<file path="config.mk">
export PLATFORM = sky130hd
export DESIGN_NAME = alu_pipe
export DESIGN_NICKNAME = d
export VERILOG_FILES = /design/src/rtl/alu_pipe_pkg.sv /design/src/rtl/alu_pipe_core.sv /design/src/rtl/alu_pipe.sv
export SDC_FILE = /design/constraint.sdc
export NUM_CORES = 1
export LEC_CHECK = 0
export CORE_MARGIN = 2
export CORE_UTILIZATION = 45
export CTS_CLUSTER_SIZE = 14
export DETAILED_ROUTE_END_ITERATION = 6
export GPL_ROUTABILITY_DRIVEN = 0
export PLACE_DENSITY = 0.68
export SYNTH_ARGS = -nofsm -noshare
export SYNTH_HDL_FRONTEND = slang
export SYNTH_SLANG_ARGS = --single-unit
export TNS_END_PERCENT = 1
</file>
<file path="constraint.sdc">
create_clock -name clk -period 3.3 [get_ports clk]
set_clock_uncertainty 0.15 [all_clocks]
set_input_delay 0.99 -clock clk [delete_from_list [all_inputs] [get_ports clk]]
set_output_delay 0.99 -clock clk [all_outputs]
set_load 0.005 [all_outputs]
</file>
<file path="src/rtl/alu_pipe_pkg.sv">
// Shared definitions for the pipelined ALU: opcode encodings and compare-result bit positions.
package alu_pipe_pkg;

   typedef enum logic [2:0] {
      OP_ADD     = 3'b000,
      OP_SUB     = 3'b001,
      OP_CMP     = 3'b010,
      OP_AND     = 3'b011,
      OP_OR      = 3'b100,
      OP_XOR     = 3'b101,
      OP_ACC_ADD = 3'b110,
      OP_ACC_CLR = 3'b111
   } op_e;

   localparam int unsigned CMP_LT = 0;
   localparam int unsigned CMP_EQ = 1;
   localparam int unsigned CMP_GT = 2;

endpackage

</file>
<file path="src/rtl/alu_pipe_core.sv">
// Combinational ALU datapath: {op, a, b, acc} -> {y, acc_next, acc_we}.
module alu_pipe_core
   import alu_pipe_pkg::*;
#(
   parameter int unsigned WIDTH = 4
) (
   input  op_e              op,
   input  logic [WIDTH-1:0] a,
   input  logic [WIDTH-1:0] b,
   input  logic [WIDTH-1:0] acc,
   output logic [WIDTH:0]   y,
   output logic [WIDTH-1:0] acc_next,
   output logic             acc_we
);

   always_comb begin
      y        = '0;
      acc_next = acc;
      acc_we   = 1'b0;
      case (op)
         OP_ADD: y = {1'b0, a} + {1'b0, b};
         // borrow shows up in the MSB because the subtraction wraps at WIDTH+1 bits
         OP_SUB: y = {1'b0, a} - {1'b0, b};
         OP_CMP: begin
            y[CMP_GT] = (a > b);
            y[CMP_EQ] = (a == b);
            y[CMP_LT] = (a < b);
         end
         OP_AND: y = {1'b0, a & b};
         OP_OR:  y = {1'b0, a | b};
         OP_XOR: y = {1'b0, a ^ b};
         OP_ACC_ADD: begin
            y        = {1'b0, acc} + {1'b0, a};
            acc_next = y[WIDTH-1:0];
            acc_we   = 1'b1;
         end
         OP_ACC_CLR: begin
            y        = {1'b0, acc};
            acc_next = '0;
            acc_we   = 1'b1;
         end
      endcase
   end

endmodule

</file>
<file path="src/rtl/alu_pipe.sv">
// Two-stage pipelined ALU with valid/ready handshakes; owns the stage registers and accumulator.
module alu_pipe
   import alu_pipe_pkg::*;
#(
   parameter int unsigned WIDTH = 4
) (
   input  logic             clk,
   input  logic             rst,
   input  logic             enable,
   input  logic             in_valid,
   output logic             in_ready,
   input  logic [2:0]       op,
   input  logic [WIDTH-1:0] a,
   input  logic [WIDTH-1:0] b,
   output logic             out_valid,
   input  logic             out_ready,
   output logic [WIDTH:0]   Y,
   output logic             flag_z
);

   logic             s1_valid;
   op_e              s1_op;
   logic [WIDTH-1:0] s1_a;
   logic [WIDTH-1:0] s1_b;
   logic [WIDTH-1:0] acc;
   logic [WIDTH:0]   res;
   logic [WIDTH-1:0] acc_next;
   logic             acc_we;
   logic             adv1;
   logic             adv2;

   assign adv2     = enable & s1_valid & (~out_valid | out_ready);
   assign adv1     = enable & (~s1_valid | adv2);
   assign in_ready = adv1;

   always_ff @(posedge clk or posedge rst) begin
      if (rst) begin
         s1_valid <= 1'b0;
         s1_op    <= OP_ADD;
         s1_a     <= '0;
         s1_b     <= '0;
      end else if (adv1) begin
         s1_valid <= in_valid;
         if (in_valid) begin
            s1_op <= op_e'(op);
            s1_a  <= a;
            s1_b  <= b;
         end
      end
   end

   alu_pipe_core #(.WIDTH(WIDTH)) u_core (
      .op       (s1_op),
      .a        (s1_a),
      .b        (s1_b),
      .acc      (acc),
      .y        (res),
      .acc_next (acc_next),
      .acc_we   (acc_we)
   );

   // acc moves with the op into S2, so in-order ACC ops see each other's result without forwarding
   always_ff @(posedge clk or posedge rst) begin
      if (rst) begin
         out_valid <= 1'b0;
         Y         <= '0;
         flag_z    <= 1'b1;
         acc       <= '0;
      end else if (adv2) begin
         out_valid <= 1'b1;
         Y         <= res;
         flag_z    <= (res == '0);
         if (acc_we) acc <= acc_next;
      end else if (enable & out_ready) begin
         out_valid <= 1'b0;
      end
   end

endmodule

</file>
Word level (Yosys, flattened, before mapping)
Index checks and enable logic that the tools add are counted.
Widths: inputs -> output; s select.
{"block": "word_totals", "register_bits": 23, "word_cells": 45, "out_inout_bits": 8, "inputBits": 16}
{"block": "classes", "n_eq_ne": 8, "bitwise_logic": 11, "magnitude_cmp": 2, "n_reduce_logical": 7, "addsub": 3, "n_mux": 6}
{"op": "$pmux 3 s8", "count": 1}
{"op": "$pmux 2 s7", "count": 1}
{"op": "$eq 3x3->1 const B", "count": 4}
{"op": "$add 4x4->5", "count": 2}
{"op": "$pmux 4 s2", "count": 1}
{"op": "$eq 3x2->1 const B", "count": 2}
{"op": "$logic_not 5->1", "count": 1}
{"op": "$sub 4x4->5", "count": 1}
{"op": "$and 1x1->1", "count": 4}
{"op": "$and 4x4->4", "count": 1}
{"op": "$eq 4x4->1", "count": 1}
{"op": "$gt 4x4->1", "count": 1}
{"op": "$lt 4x4->1", "count": 1}
{"op": "$or 4x4->4", "count": 1}
{"op": "$reduce_bool 2->1", "count": 2}
{"op": "$xor 4x4->4", "count": 1}
{"op": "$eq 3x1->1 const B", "count": 1}
{"op": "$logic_not 3->1", "count": 1}
{"op": "$mux 1", "count": 3}
{"op": "$reduce_and 3->1", "count": 1}
{"op": "$not 1->1", "count": 2}
{"op": "$or 1x1->1", "count": 2}
{"op": "$reduce_and 2->1", "count": 1}
{"op": "$reduce_or 2->1", "count": 1}

Longest topological paths before layout
Gate-level depths: netlist of run 1.
{"block": "logic_depth", "ltp_word": 6, "depth_mapped": 10, "ltp_nobuf": 10}

Cells and area by module
A second synthesis of run 1 with hierarchy kept.
{"block": "hier_totals", "hier_cells": 168, "area_unflattened_um2": 1754.2}
{"module": "alu_pipe", "cells_per_inst": 59, "seq_area_each_um2": 576.8, "instances": 1, "area_per_inst_um2": 944.7}
{"module": "alu_pipe_core", "cells_per_inst": 109, "seq_area_each_um2": 0.0, "instances": 1, "area_per_inst_um2": 809.5}

Least setup slack after synthesis of run 1
Ideal clock, no wire load.
{"block": "synth_path", "path_kind": "input-to-output", "start": "input out_ready", "end": "output in_ready", "n_path_buf": 0, "path_slack_ns": 0.926, "path_stages": 2, "t_required_ns": 2.160, "arrival_time_ns": 1.234, "cell_sequence": "nor2b_1 > a21boi_1"}
{"block": "synth_via", "elab_chain_cells": 4}
{"element": "from (decl)", "line": "alu_pipe.sv:16", "rtl": "input logic out_ready,"}
{"element": "$or 1x1->1", "line": "alu_pipe.sv:32", "rtl": "assign adv2 = enable & s1_valid & (~out_valid | out_ready);"}
{"element": "$and 1x1->1", "line": "alu_pipe.sv:32"}
{"element": "$or 1x1->1", "line": "alu_pipe.sv:33", "rtl": "assign adv1 = enable & (~s1_valid | adv2);"}
{"element": "$and 1x1->1", "line": "alu_pipe.sv:33"}
{"element": "to (decl)", "line": "alu_pipe.sv:11", "rtl": "output logic in_ready,"}
No other way between the ends.

Worst setup path in the final report of run 1
Same ends and word-level chain as after synthesis.

==> flow_summary.ini, run 1 <==
[outcome]
status = completed

[die]
floorplan.initialDensity_pct = 46.52
core_region_area_sq_mm = 0.003633
die_w_microns = 65.29
dieArea_sq_mm = 0.004263
die_height_microns = 65.29
fp-row-count = 22
pin_count = 24

[drt]
vias_per_cell = 5.362
via_count = 1362
highest_layer = met4
first_pass_iters = 4
wl_met2_microns = 1649
avgRoutedWirePerCell_microns = 13.43
first_iter_violations = 64
routed_wl_microns = 3410
ant_nets = 0
route.met3.wl_microns = 120
drc = 0
m1WireLength_microns = 1615

[synthesis]
syn_area_sq_mm = 0.001690
yosysTopAreaCell = dfrtp_1
synth_top_area_share_pct = 32.57
syn-num-nets = 217
ys_warn_count = 0
ys_types = 43
ys.flop_type = dfrtp_1
synth_seq_cells = 23
syn_inst = 182
async_flop_share_pct = 100.0
ys_seq_area_share_pct = 34.12
synth_area_per_cell_sq_um = 9.288
synth_edf_count = 0
synth_top_cells_by_area = dfrtp_1, ha_1, mux2_1, nand2_1, inv_1

[worst_setup_path]
max_stage_delay_ns = 0.44
path_buf_inv = 2
start_kind = input pin
path_cells = clkdlybuf4s50_1 > nor2b_1 > a21boi_1 > dlygate4sd2_1
worstSetupEndpointType = primary output
worstPathMaxFanout = 2
slowest_stage = clkdlybuf4s50_1
cp.required_ns = 2.16
critPathKind = input pin to primary output
cp_top_family = buffers and inverters
crit_arrival_ns = 1.99

[cells_and_area]
drive_gt1_share_pct = 7.282
design_area_sq_mm = 0.002024
finalNetCount = 242
fin_util_pct = 55.72
stdcell_count = 254
layout-area-overhead-vs-synth_pct = 19.76
n_antenna_cell = 0
nFillCells = 336

[grt]
antenna_found_initial = 0
grt_pass1_wl_microns = 6244
grtUsageTotal_pct = 18.66
grt_pass1_vias = 1384
grt_max_degree = 24
overflow = 0

[clock_network]
htreeDepth = 1
cts_hold_buf = 0
cts_made_buffers = 3
path_clk_slew_ns = 0.08
clock-sinks = 23
root_buffer = clkbuf_8
cts_tree = yes
cts_buffer_depth = 2
clk_latency_ns = 0.27

[sta]
relSlewSlack_pct = 60.35
drv_slew = 0
setup_viol = 0
worst_slack_ns = 0.1708
whs_ns = 0.3356
rsz0062_at_grt = false
fmax_mhz = 319.6
hold_viol_final = 0
tns_ns = 0
post-route-period-util_pct = 94.83
min_period_ns = 3.129
worst_pin_slew_ns = 0.5947

[worst_hold_path]
hp-class = flop to flop

[pwr]
finalPower_mw = 1.442
power_leakage_nw = 0.9129
ir_worst_vdd_mv = 0.3754
p_per_area_mw_per_mm2 = 712.4

[placed_design]
dp_cells = 249
dpl_worst_slack_ns = -0.1257
numPortBuffers = 23
hpwl_microns = 2700
post_dp_cell_area_sq_mm = 0.001972

[job]
drv_cap = 0
[state kept, by name, summed over array words and instances, names as in the netlist]
signal / cells
acc: 4
Y: 5
s1_op: 3
out_valid: 1
s1_valid: 1
s1_a: 4
flag_z: 1
s1_b: 4
[logic make-up (layout without fill, tap and decap cells)]
logic type	count (synthesis)	count (layout)	synth area share, %
AND/OR/NAND/NOR	58	58	16.06
adder cells (fa/ha/maj)	19	19	15.40
AO/OA/AOI/OAI	36	36	15.54
XOR/XNOR	3	3	1.555
buffers and inverters	27	51	6.736
multiplexers	16	16	10.58
flip-flops	23	23	34.12
[cell usage in the layout (no fill, tap or decap), types with 2 or more instances in the layout]
| cell type | netlist | final |
|---|---|---|
| buf_4 | 0 | 6 |
| nand4_1 | 2 | 2 |
| mux2_1 | 14 | 14 |
| nor3_1 | 2 | 2 |
| a21oi_1 | 6 | 6 |
| a2111oi_0 | 2 | 2 |
| ha_1 | 16 | 16 |
| inv_1 | 18 | 18 |
| o21ai_0 | 2 | 2 |
| or2_1 | 3 | 3 |
| xnor2_1 | 3 | 3 |
| nor2b_1 | 5 | 5 |
| clkbuf_8 | 0 | 3 |
| dfrtp_1 | 22 | 22 |
| fa_1 | 3 | 3 |
| o211ai_1 | 4 | 4 |
| a31oi_1 | 3 | 3 |
| nor2_1 | 13 | 13 |
| o22ai_1 | 2 | 2 |
| a21o_1 | 3 | 3 |
| nand2_1 | 26 | 26 |
| clkdlybuf4s50_1 | 0 | 22 |
| nand3_1 | 2 | 2 |
| a221oi_1 | 2 | 2 |
| o21ai_1 | 3 | 3 |
[final timing paths]
kind | end | cells after the start | from | slack [ns]
max | in_ready | 4 | out_ready | 0.17
min | Y[3] | 2 | Y[3] | 0.34
max reg2reg | flag_z | 8 | s1_a[1] | 0.62
min reg2reg | Y[3] | 2 | Y[3] | 0.34
max in group asynchronous | flag_z | 3 | rst | 1.81
min in group asynchronous | s1_a[2] | 3 | rst | 0.90
[cells in the mapped netlist, drive strengths merged (3+ instances only)]
| cell type | instances |
|---|---|
| a21oi | 6 |
| o21ai | 5 |
| fa | 3 |
| dfrtp | 22 |
| mux2 | 15 |
| nor2b | 5 |
| a21o | 3 |
| inv | 18 |
| ha | 16 |
| buf | 7 |
| nand2 | 26 |
| a2111oi | 3 |
| o211ai | 4 |
| xnor2 | 3 |
| or2 | 3 |
| nor2 | 13 |
| a31oi | 3 |
[metal layers]
| layer | vias up | global-route usage [%] |
|---|---|---|
| met3 | 3 | 2.568 |
| met2 | 30 | 30.87 |
| met5 | - | 0 |
| met4 | 0 | 4.688 |
| li1 | 676 | - |
| met1 | 653 | 25.82 |
[where the power goes]
part / internal, mW / switching (mW) / leakage, nW
clock: 0.0845 / 0.0962 / 0.0255
combinational: 0.380 / 0.378 / 0.613
sequential: 0.379 / 0.126 / 0.274
[what timing repair did]
| action | in CTS | in global routing |
|---|---|---|
| setup buffers | 1 | 0 |
| gates resized for setup | 1 | 0 |
| endpoints found under the setup margin | 1 | 0 |
[tightest hold or removal path: cells and delay by family, from the launching register on]
kind / cells / cell delay (ns)
flip-flops: 1 / 0.35
AND/OR/NAND/NOR: 2 / 0.11
[area by class of cell]
cell class,count,area (sq um),share of cell area [%]
Tap cell,48,60.06,2.967
Sequential cell,23,576.8,28.49
Multi-Input combinational cell,132,999.7,49.38
Timing Repair Buffer,29,274.0,13.54
Clock inverter,1,5.005,0.2472
Inverter,18,67.56,3.337
Clock buffer,3,41.29,2.040
No activity file was read; power rests on OpenSTA's default activity.
==> inputs of run 2 (changes only) <==
--- a/config.mk
+++ b/config.mk
@@ -5,12 +5,13 @@
 export SDC_FILE = /design/constraint.sdc
 export NUM_CORES = 1
 export LEC_CHECK = 0
-export CORE_MARGIN = 2
 export CORE_UTILIZATION = 45
 export CTS_CLUSTER_SIZE = 14
 export DETAILED_ROUTE_END_ITERATION = 6
 export GPL_ROUTABILITY_DRIVEN = 0
+export MAX_ROUTING_LAYER = met4
 export PLACE_DENSITY = 0.68
+export RECOVER_POWER = 25
 export SYNTH_ARGS = -nofsm -noshare
 export SYNTH_HDL_FRONTEND = slang
 export SYNTH_SLANG_ARGS = --single-unit
==> flow_summary.ini, run 2 (synthesis gave the netlist of run 1 again) <==
[outcome]
status = completed

[placed_design]
hpwl_microns = 2779
numPortBuffers = 23

[pwr]
combPwrFrac_pct = 52.7
internal_power_mw = 0.8428
ir_worst_vdd_mv = 0.3640
finalPower_mw = 1.446
p_per_area_mw_per_mm2 = 713.9
switching_share_pct = 41.72
power_leakage_nw = 0.9145
clock_power_share_pct = 12.4
p_seq_share_pct = 34.9
net-switching-power_mw = 0.6033

[sta]
rsz0062_at_grt = false
post-route-period-util_pct = 93.87
fmax_mhz = 322.8
drv_slew = 0
min_period_ns = 3.098
relSlewSlack_pct = 15.86
setup_viol = 0
tns_ns = 0
worst_pin_slew_ns = 1.262
hold_viol_final = 0

[cells_and_area]
final_common_cell = nand2_1
drive_gt1_share_pct = 7.246
fin_util_pct = 58.41
layout-area-overhead-vs-synth_pct = 19.84
n_antenna_cell = 0
finalNetCount = 243
nFillCells = 329
largest_reg_flops = 5
layout_common_cells = nand2_1, dfrtp_1, clkdlybuf4s50_1, inv_1, ha_1
multi_input_area_sq_um = 999.7
top_register = Y
final-seq-area_sq_um = 576.8

[drt]
first_pass_iters = 4
drc = 0
ant_nets = 0
avgRoutedWirePerCell_microns = 13.82
vias_per_cell = 5.443
routed_wl_microns = 3497
first_iter_violations = 82
m1WireLength_microns = 1636
via_count = 1377
wl_met2_microns = 1690
highest_layer = met4
route.met3.wl_microns = 112

[worst_setup_path]
start_kind = input pin
worstPathMaxFanout = 2
r2r_cells = 8
rrSetupSlack_ns = 0.65
path_cells = clkdlybuf4s50_1 > nor2b_1 > a21boi_1 > dlygate4sd2_1
worstSetupEndpointType = primary output
critPathKind = input pin to primary output
slowest_stage = clkdlybuf4s50_1
max_stage_delay_ns = 0.49
r2r-start = s1_a[1]
crit_arrival_ns = 1.96
cp.required_ns = 2.16
worst_r2r_endpoint = flag_z

[worst_hold_path]
hp-class = flop to flop
min_to = Y[2]
min_from = Y[2]
min_path_cells = 2

[clock_network]
root_buffer = clkbuf_8
cts_buffer_depth = 2
clock-sinks = 23
cts_tree = yes
clk_latency_ns = 0.27
path_clk_slew_ns = 0.08
cts_made_buffers = 3
htreeDepth = 1
cts_hold_buf = 0

[grt]
grt_pass1_wl_microns = 6058
grt_pass1_vias = 1357
grt_max_degree = 24
grtUsageTotal_pct = 19.93
overflow = 0
antenna_found_initial = 0

[die]
fp-row-count = 21
dieArea_sq_mm = 0.004006
floorplan.initialDensity_pct = 48.74
pin_count = 24
core_region_area_sq_mm = 0.003468
die_w_microns = 63.29
die_height_microns = 63.29

[job]
drv_cap = 0
==> run 2: changes by cell type in the layout (fill, tap and decap cells not counted) <==
cell and change:
clkbuf_1 +1, clkdlybuf4s50_1 -1, dlygate4sd3_1 +1
==> run 2: cell type report <==
type	instances	area share [%]
clock buffers	3	2.038
clock inverters	1	0.2471
inverters	18	3.335
multi-input cells	132	49.35
flip-flops and latches	23	28.47
well taps	46	2.841
repair buffers	30	13.71
==> run 2: power groups by stage <==
stage	Clock, mW	Sequential, mW	Combinational (mW)
finish	0.179	0.504	0.762
global route	0.200	0.524	0.857
CTS	0.186	0.505	0.766
detailed placement	0	0.512	0.757
global placement	0	0.503	0.734
floorplan	0	0.451	0.582
==> run 2: worst max path at each step <==
| stage | from | to | slack, ns | cells past startpoint |
|---|---|---|---|---|
| finish | out_ready | in_ready | 0.20 | 4 |
| global route | out_ready | in_ready | 0.14 | 4 |
| CTS | out_ready | in_ready | 0.19 | 4 |
| detailed placement | out_ready | in_ready | -0.11 | 4 |
| global placement | out_ready | in_ready | -0.06 | 4 |
| floorplan | out_ready | in_ready | 0.93 | 2 |
==> run 2: metrics by stage <==
step / worst slack, ns / cell area, sq um / hold slack (ns) / cells
floorplan: 0.9262 / 1690 / 0.3190 / 182
global placement: -0.06004 / 1977 / 0.3128 / 248
detailed placement: -0.1084 / 1977 / 0.3137 / 248
CTS: 0.1946 / 2029 / 0.3346 / 253
global route: 0.1397 / 2026 / 0.3625 / 253
finish: 0.2023 / 2026 / 0.3277 / 253
==> run 2: critical path: cells and delay by family <==
family,cells,cell delay [ns]
simple gates,1,0.06
compound gates,1,0.16
buf+inv,2,0.75
==> run 2: timing repair <==
action,4_1_cts,5_1_grt
hold endpoints to repair,0,0
endpoints found under the setup margin,1,0
buffers inserted,1,0
gates resized for setup,1,0
==> run 2: routing by layer <==
| layer | global-route usage (%) | vias to the layer above |
|---|---|---|
| met5 | - | - |
| met4 | 6.534 | 0 |
| met3 | 2.355 | 6 |
| met2 | 32.26 | 34 |
| met1 | 25.91 | 657 |
| li1 | - | 680 |
==> inputs of run 3 (changes only) <==
--- a/config.mk
+++ b/config.mk
@@ -5,12 +5,12 @@
 export SDC_FILE = /design/constraint.sdc
 export NUM_CORES = 1
 export LEC_CHECK = 0
-export CORE_UTILIZATION = 45
+export CORE_UTILIZATION = 46
 export CTS_CLUSTER_SIZE = 14
 export DETAILED_ROUTE_END_ITERATION = 6
 export GPL_ROUTABILITY_DRIVEN = 0
 export MAX_ROUTING_LAYER = met4
-export PLACE_DENSITY = 0.68
+export PLACE_DENSITY = 0.69
 export RECOVER_POWER = 25
 export SYNTH_ARGS = -nofsm -noshare
 export SYNTH_HDL_FRONTEND = slang
==> flow_summary.ini, run 3 (synthesis gave the netlist of run 1 again) <==
[cells_and_area]
fin_util_pct = 58.53
n_antenna_cell = 0
layout-area-overhead-vs-synth_pct = 18.28
largest_reg_flops = 5
finalNetCount = 242
design_area_sq_mm = 0.001999
final_common_cell = nand2_1
top_register = Y
stdcell_count = 252
layout_common_cells = nand2_1, dfrtp_1, clkdlybuf4s50_1, inv_1, ha_1
drive_gt1_share_pct = 6.796

[job]
drv_cap = 0

[pwr]
power_leakage_nw = 0.9018
ir_worst_vdd_mv = 0.3093
p_per_area_mw_per_mm2 = 707.6
finalPower_mw = 1.415

[sta]
drv_slew = 0
relSlewSlack_pct = 15.74
worst_pin_slew_ns = 1.264
whs_ns = 0.3546
worst_slack_ns = 0.2026
tns_ns = 0
setup_viol = 0
post-route-period-util_pct = 93.86
fmax_mhz = 322.9
min_period_ns = 3.097
rsz0062_at_grt = false
hold_viol_final = 0

[clock_network]
post_cts_buffers = 0
cts_buffer_depth = 2
cts_tree = yes
root_buffer = clkbuf_4
htreeDepth = 1
clock-sinks = 23
clk_latency_ns = 0.33
path_clk_slew_ns = 0.13
cts_made_buffers = 3

[die]
floorplan.initialDensity_pct = 49.49
die_height_microns = 62.62
dieArea_sq_mm = 0.003921
core_region_area_sq_mm = 0.003416
fp-row-count = 21
die_w_microns = 62.62
pin_count = 24

[grt]
overflow = 0
grtUsageTotal_pct = 20.99
grt_max_degree = 24
grt_pass1_wl_microns = 6244
grt_pass1_vias = 1412
antenna_found_initial = 0

[placed_design]
post_dp_cell_area_sq_mm = 0.001977
dp_cells = 248
dpl_worst_slack_ns = -0.1113
hpwl_microns = 2813
numPortBuffers = 23

[worst_hold_path]
min_to = flag_z
min_path_cells = 2
min_from = flag_z
hp-class = flop to flop

[worst_setup_path]
rrSetupSlack_ns = 0.59
crit_arrival_ns = 1.96
start_kind = input pin
r2r_cells = 8
worstPathMaxFanout = 2
worst_r2r_endpoint = flag_z
r2r-start = s1_a[1]
startpoint = out_ready
cp.required_ns = 2.16
worstSetupEndpointType = primary output
critPathKind = input pin to primary output

[drt]
vias_per_cell = 5.393
first_iter_violations = 43
drc = 0
ant_nets = 0
routed_wl_microns = 3582
avgRoutedWirePerCell_microns = 14.21
via_count = 1359
first_pass_iters = 4

[outcome]
status = completed
==> run 3: worst max path at each step <==
| stage | endpoint | slack (ns) | depth (start not counted) |
|---|---|---|---|
| floorplan | in_ready | 0.93 | 2 |
| global placement | in_ready | -0.06 | 4 |
| detailed placement | in_ready | -0.11 | 4 |
| CTS | in_ready | 0.19 | 4 |
| global route | in_ready | 0.12 | 4 |
| finish | in_ready | 0.20 | 4 |
==> run 3: layout make-up <==
class                      count  area [sq um]
clock buffer                   3         22.52
clock inverter                 1         5.005
fill                         317          1416
inverter                      18         67.56
multi-input combinational    132         999.7
sequential                    23         576.8
tap                           46         57.56
timing repair buffer          29         270.3
==> run 3: where the power goes <==
part	total (mW)	internal, mW	leakage (nW)	switching [mW]
combinational	0.769	0.377	0.610	0.391
sequential	0.504	0.378	0.274	0.126
clock	0.143	0.0456	0.0177	0.0969
total	1.41	0.801	0.902	0.614
==> run 3: layer usage <==
layer	up-vias	global-route usage [%]	share of wire, %
met5	-	-	0
met4	0	10.47	2.7
li1	672	-	-
met3	11	2.007	4.0
met1	634	26.16	45
met2	42	33.97	48
==> run 3: timing repair <==
action | 4_1_cts | 5_1_grt
gates resized for setup | 1 | 0
hold buffers | 0 | 0
endpoints found under the setup margin | 1 | 0
endpoints found under the hold margin | 0 | 0
==> run 3: critical path, stage by stage <==
cell and delay, ns:
clkdlybuf4s50_1 0.48, nor2b_1 0.06, a21boi_1 0.17, dlygate4sd2_1 0.26
